$ cat config.mk
export PLATFORM = sky130hd
export DESIGN_NAME = rf_wb_sched
export DESIGN_NICKNAME = d
export VERILOG_FILES = /design/src/rtl/rf_wb_sched.sv
export SDC_FILE = /design/constraint.sdc
export NUM_CORES = 1
export LEC_CHECK = 0
export BUFFER_PORTS_ARGS = -buffer_cell sky130_fd_sc_hd__clkbuf_2
export CORE_UTILIZATION = 51
export CTS_CLUSTER_SIZE = 40
export DETAILED_ROUTE_END_ITERATION = 10
export PLACE_DENSITY = 0.89
export SLEW_MARGIN = 20
export SYNTH_ARGS = -nofsm -noshare
export SYNTH_HDL_FRONTEND = slang
export SYNTH_SLANG_ARGS = --single-unit
$ cat constraint.sdc
create_clock -name clk_i -period 2.39 [get_ports clk_i]
set_input_delay 0 -clock clk_i [delete_from_list [all_inputs] [get_ports clk_i]]
set_output_delay 0 -clock clk_i [all_outputs]
set_load 0.005 [all_outputs]
$ cat src/rtl/rf_wb_sched.sv
// Write-back scheduler: arbitrates ALU/LSU/link results onto the single register
// file write port and tracks outstanding writes per register for hazard checks.
module rf_wb_sched #(
  parameter int unsigned Width   = 32,
  parameter int unsigned AddrW   = 5,
  parameter int unsigned MaxWait = 4
) (
  input  logic              clk_i,
  input  logic              rst_i,
  input  logic              iss_valid_i,
  input  logic [AddrW-1:0]  iss_rd_i,
  input  logic              alu_valid_i,
  input  logic [AddrW-1:0]  alu_rd_i,
  input  logic [Width-1:0]  alu_data_i,
  output logic              alu_ready_o,
  input  logic              lsu_valid_i,
  input  logic [AddrW-1:0]  lsu_rd_i,
  input  logic [Width-1:0]  lsu_data_i,
  output logic              lsu_ready_o,
  input  logic              lnk_valid_i,
  input  logic [AddrW-1:0]  lnk_rd_i,
  input  logic [Width-1:0]  lnk_data_i,
  output logic              lnk_ready_o,
  output logic              RegWEn_o,
  output logic [AddrW-1:0]  RW_o,
  output logic [Width-1:0]  busW_o,
  input  logic [AddrW-1:0]  RA_i,
  input  logic [AddrW-1:0]  RB_i,
  output logic              busy_a_o,
  output logic              busy_b_o,
  output logic              busy_w_o
);

  localparam int unsigned NumRegs = 1 << AddrW;
  localparam int unsigned CntW    = 4;

  logic [CntW-1:0]    wait_q, wait_d;
  logic [NumRegs-1:0] pend_q, pend_d;
  logic               we_d;
  logic [AddrW-1:0]   rw_d;
  logic [Width-1:0]   bus_d;
  logic               force_alu;
  logic               acc;
  logic [AddrW-1:0]   acc_rd;
  logic [Width-1:0]   acc_data;

  // Priority lnk > lsu > alu, unless the ALU has starved for MaxWait cycles
  always_comb begin
    force_alu   = alu_valid_i && (wait_q == CntW'(MaxWait));
    lnk_ready_o = lnk_valid_i && !force_alu;
    lsu_ready_o = lsu_valid_i && !lnk_valid_i && !force_alu;
    alu_ready_o = alu_valid_i && (force_alu || (!lnk_valid_i && !lsu_valid_i));
    acc         = lnk_ready_o || lsu_ready_o || alu_ready_o;
    acc_rd      = alu_rd_i;
    acc_data    = alu_data_i;
    if (lnk_ready_o) begin
      acc_rd   = lnk_rd_i;
      acc_data = lnk_data_i;
    end else if (lsu_ready_o) begin
      acc_rd   = lsu_rd_i;
      acc_data = lsu_data_i;
    end
  end

  // Next state for counter, scoreboard and write port; a same-cycle issue overrides the clear
  always_comb begin
    wait_d = wait_q;
    pend_d = pend_q;
    we_d   = 1'b0;
    rw_d   = RW_o;
    bus_d  = busW_o;
    if (alu_ready_o) begin
      wait_d = '0;
    end else if (alu_valid_i && (wait_q < CntW'(MaxWait))) begin
      wait_d = wait_q + CntW'(1);
    end
    if (acc) begin
      we_d  = (acc_rd != '0);
      rw_d  = acc_rd;
      bus_d = acc_data;
      if (acc_rd != '0) pend_d[acc_rd] = 1'b0;
    end
    if (iss_valid_i && (iss_rd_i != '0)) pend_d[iss_rd_i] = 1'b1;
    pend_d[0] = 1'b0;
  end

  always_ff @(posedge clk_i or posedge rst_i) begin
    if (rst_i) begin
      wait_q   <= '0;
      pend_q   <= '0;
      RegWEn_o <= 1'b0;
      RW_o     <= '0;
      busW_o   <= '0;
    end else begin
      wait_q   <= wait_d;
      pend_q   <= pend_d;
      RegWEn_o <= we_d;
      RW_o     <= rw_d;
      busW_o   <= bus_d;
    end
  end

  // A register stays busy until its write has left the registered write port
  function automatic logic is_busy(input logic [AddrW-1:0] a);
    return (a != '0) && (pend_q[a] || (RegWEn_o && (RW_o == a)));
  endfunction

  always_comb begin
    busy_a_o = is_busy(RA_i);
    busy_b_o = is_busy(RB_i);
    busy_w_o = is_busy(iss_rd_i);
  end

endmodule

==> results by group <==
Synthesis
  • Count leader, synth: nor2_1
  • Synth async-reset ratio: 100%
  • Dominant cells by area after synthesis: dfrtp_1 36%, nor2_1 10%, mux4_2 6.2%, a311oi_1 5.7%, a21o_1 5.1%
  • Post-Syn Area: 5050 um2
  • Synth cell types: 49
  • Commonest cells in the netlist: 135 x nor2_1, 73 x dfrtp_1, 44 x nand2_1, 41 x nand3_1, 36 x a31oi_1
  • Mapped Avg Cell Area: 8.75 um2
  • Synth Register Bits: 73
  • Seq/Total Area, Yosys: 36.2%
  • Share of the synthesized area in the top cell type: 36.2%
  • Synthesis warning total: 0
  • Synth Instances: 577
  • Post-synth EDFFs: 0
  • Top_reg_cell synth: dfrtp_1
  • Area leader, netlist: dfrtp_1
  • Syn nets: 711

Clocking
  • Reg clk slew, reported paths: 0.08 ns
  • CTS tree: yes
  • CTS Root Cell: clkbuf_8
  • # H-tree levels: 3
  • Cts bufs inserted: 9
  • Clock tree sinks: 73
  • CTS Buffer Depth: 2
  • Worst-skew pair later-pin latency: 0.35 ns

Finish
  • Final core occ: 66.9%
  • Area grow syn2layout: 24.7%
  • Final Instance Count excl. Fillers: 871
  • Ant diodes: 0
  • Layout cell share with drive strength beyond 1: 33.4%
  • Nets: 871
  • Finished Cell Area: 6290 um2

STA
  • Final Hold Vio Count: 0
  • Final setup TNS: 0 ns
  • Skew final: 0.0101 ns
  • Count of final setup violators: 0
  • Period Utilization, post-route: 94.8%
  • Post-layout minimum cycle time: 2.27 ns
  • Final worst slack: 0.124 ns
  • Worst Max-Slew Pin Slew: 0.591 ns
  • Min Hold Slack: 0.0338 ns
  • Slew HR: 60.4%
  • Fmax: 441 MHz
  • Pins Over Slew Limit: 0
  • RSZ-0062 raised after global routing: false

Drt
  • DR pass1 iterations: 5
  • Vias/cell: 6.18
  • Via count: 5,382
  • Routed wire length: 15.7 mm
  • # DRC: 0
  • Antenna viol nets, final: 0
  • Initial DRC Count: 436
  • Drt wl/cell: 18.0 um

Critical path
  • Worst-path fanout max: 4
  • R2r startpoint: wait_q[0]$_DFFE_PP0P_
  • CP Capture Type: primary output
  • WS Path Type: reg -> out
  • Worst setup SP type: flop
  • Crit path from: pend_q[25]$_DFF_PP0_
  • CP arrival: 2.27 ns
  • Worst EP required: 2.39 ns

Die
  • Die W: 101 um
  • Die area: 10,300 um2
  • IO Count: 176
  • Die height: 101 um
  • Initial Utilization: 53.6%
  • Rows: 35
  • Core Area: 9420 um2

GRT
  • GRT Resource Usage Total: 31.2%
  • Largest net degree at the start of global routing: 66
  • Vias in the first global route: 5,278
  • First-pass GRT wire length: 24.7 mm
  • Grt total ovfl: 0
  • Initial antenna violation count: 0

Placement
  • Placed Instances: 853
  • Dpl hpwl: 11.6 mm
  • Setup slack at placement: 0.0255 ns
  • Post-DP Area: 6010 um2
  • Gp weighted congestion: 0.908
  • Number of port buffers: 175

Run
  • Max cap viols: 0

Worst hold path
  • Hold path startpoint: alu_data_i[22]
  • Hold crit path type: in -> reg

Power
  • Power density over cell area: 791 nW/um2
  • Power Total: 4.98 mW
  • Peak supply drop: 0.000379 V
  • P_leak: 3.09 nW

Status
  • Status: complete, no violations
[report_power, final]
group | leakage, nW | switching, mW | internal [mW]
registers | 0.881 | 0.402 | 1.58
logic | 2.09 | 0.881 | 0.927
clock network | 0.117 | 0.493 | 0.699
[timing repair]
item                       4_1_cts  5_1_grt
hold buffers                     1        0
gates resized for setup          0        5
setup endpoints to repair        0       65
hold endpoints to repair        16        0
setup buffers                    0        1
[metal layers]
layer,track usage [%],up-vias,wire [um]
met3,7.25,49,1550
met1,36.9,2542,5900
met2,53.4,358,7750
li1,-,2433,-
met4,15.9,0,484
met5,0,-,0
[area by class of cell]
cell class / instances / area, um2
flip-flops and latches: 73 / 1830
clock buffers: 10 / 128
fillers: 732 / 3120
repair buffers: 193 / 1030
well taps: 129 / 161
inverters: 21 / 78.8
multi-input cells: 439 / 2960
clock inverters: 6 / 115
[kinds of logic (layout without fill, tap and decap cells)]
group | count (synthesis) | in the layout | synth area share (%)
compound gates | 138 | 138 | 20.5
flops | 73 | 73 | 36.2
mux | 34 | 34 | 12.4
xor+xnor | 15 | 15 | 2.60
buf+inv | 65 | 230 | 5.90
simple gates | 250 | 250 | 21.9
fa+ha+maj | 2 | 2 | 0.496
[placed cells by master, fill, tap and decap left out, types with 6 or more instances in the layout]
master,n
a31oi_1,36
clkbuf_8,9
nand2_1,43
a311oi_1,33
mux4_2,14
mux4_1,6
xor2_1,12
dfrtp_1,73
clkbuf_2,175
a21o_1,34
mux2_2,10
inv_1,20
nand3_1,41
nor2_1,135
buf_4,15
[worst paths after layout]
kind / to / slack [ns] / cells after the start
min in group asynchronous: pend_q[26]$_DFF_PP0_ / 0.19 / 3
max reg2reg: busW_o[9]$_DFFE_PP0N_ / 0.15 / 10
max: busy_b_o / 0.12 / 6
min reg2reg: busW_o[3]$_DFFE_PP0N_ / 0.48 / 1
min: busW_o[22]$_DFFE_PP0N_ / 0.03 / 4
max in group asynchronous: busW_o[10]$_DFFE_PP0N_ / 1.44 / 4
[state kept, by name, indices dropped and copies added (netlist names)]
| register | cells |
|---|---|
| RW_o | 5 |
| RegWEn_o | 1 |
| busW_o | 32 |
| pend_q | 31 |
| wait_q | 4 |
[critical path: stages, from the launching register on]
cell	delay (ns)
dfrtp_1	0.42
mux4_1	0.51
mux4_2	0.45
or2_0	0.22
o31ai_1	0.08
a21oi_1	0.12
clkbuf_2	0.12
(Power assumes the default switching activity.)
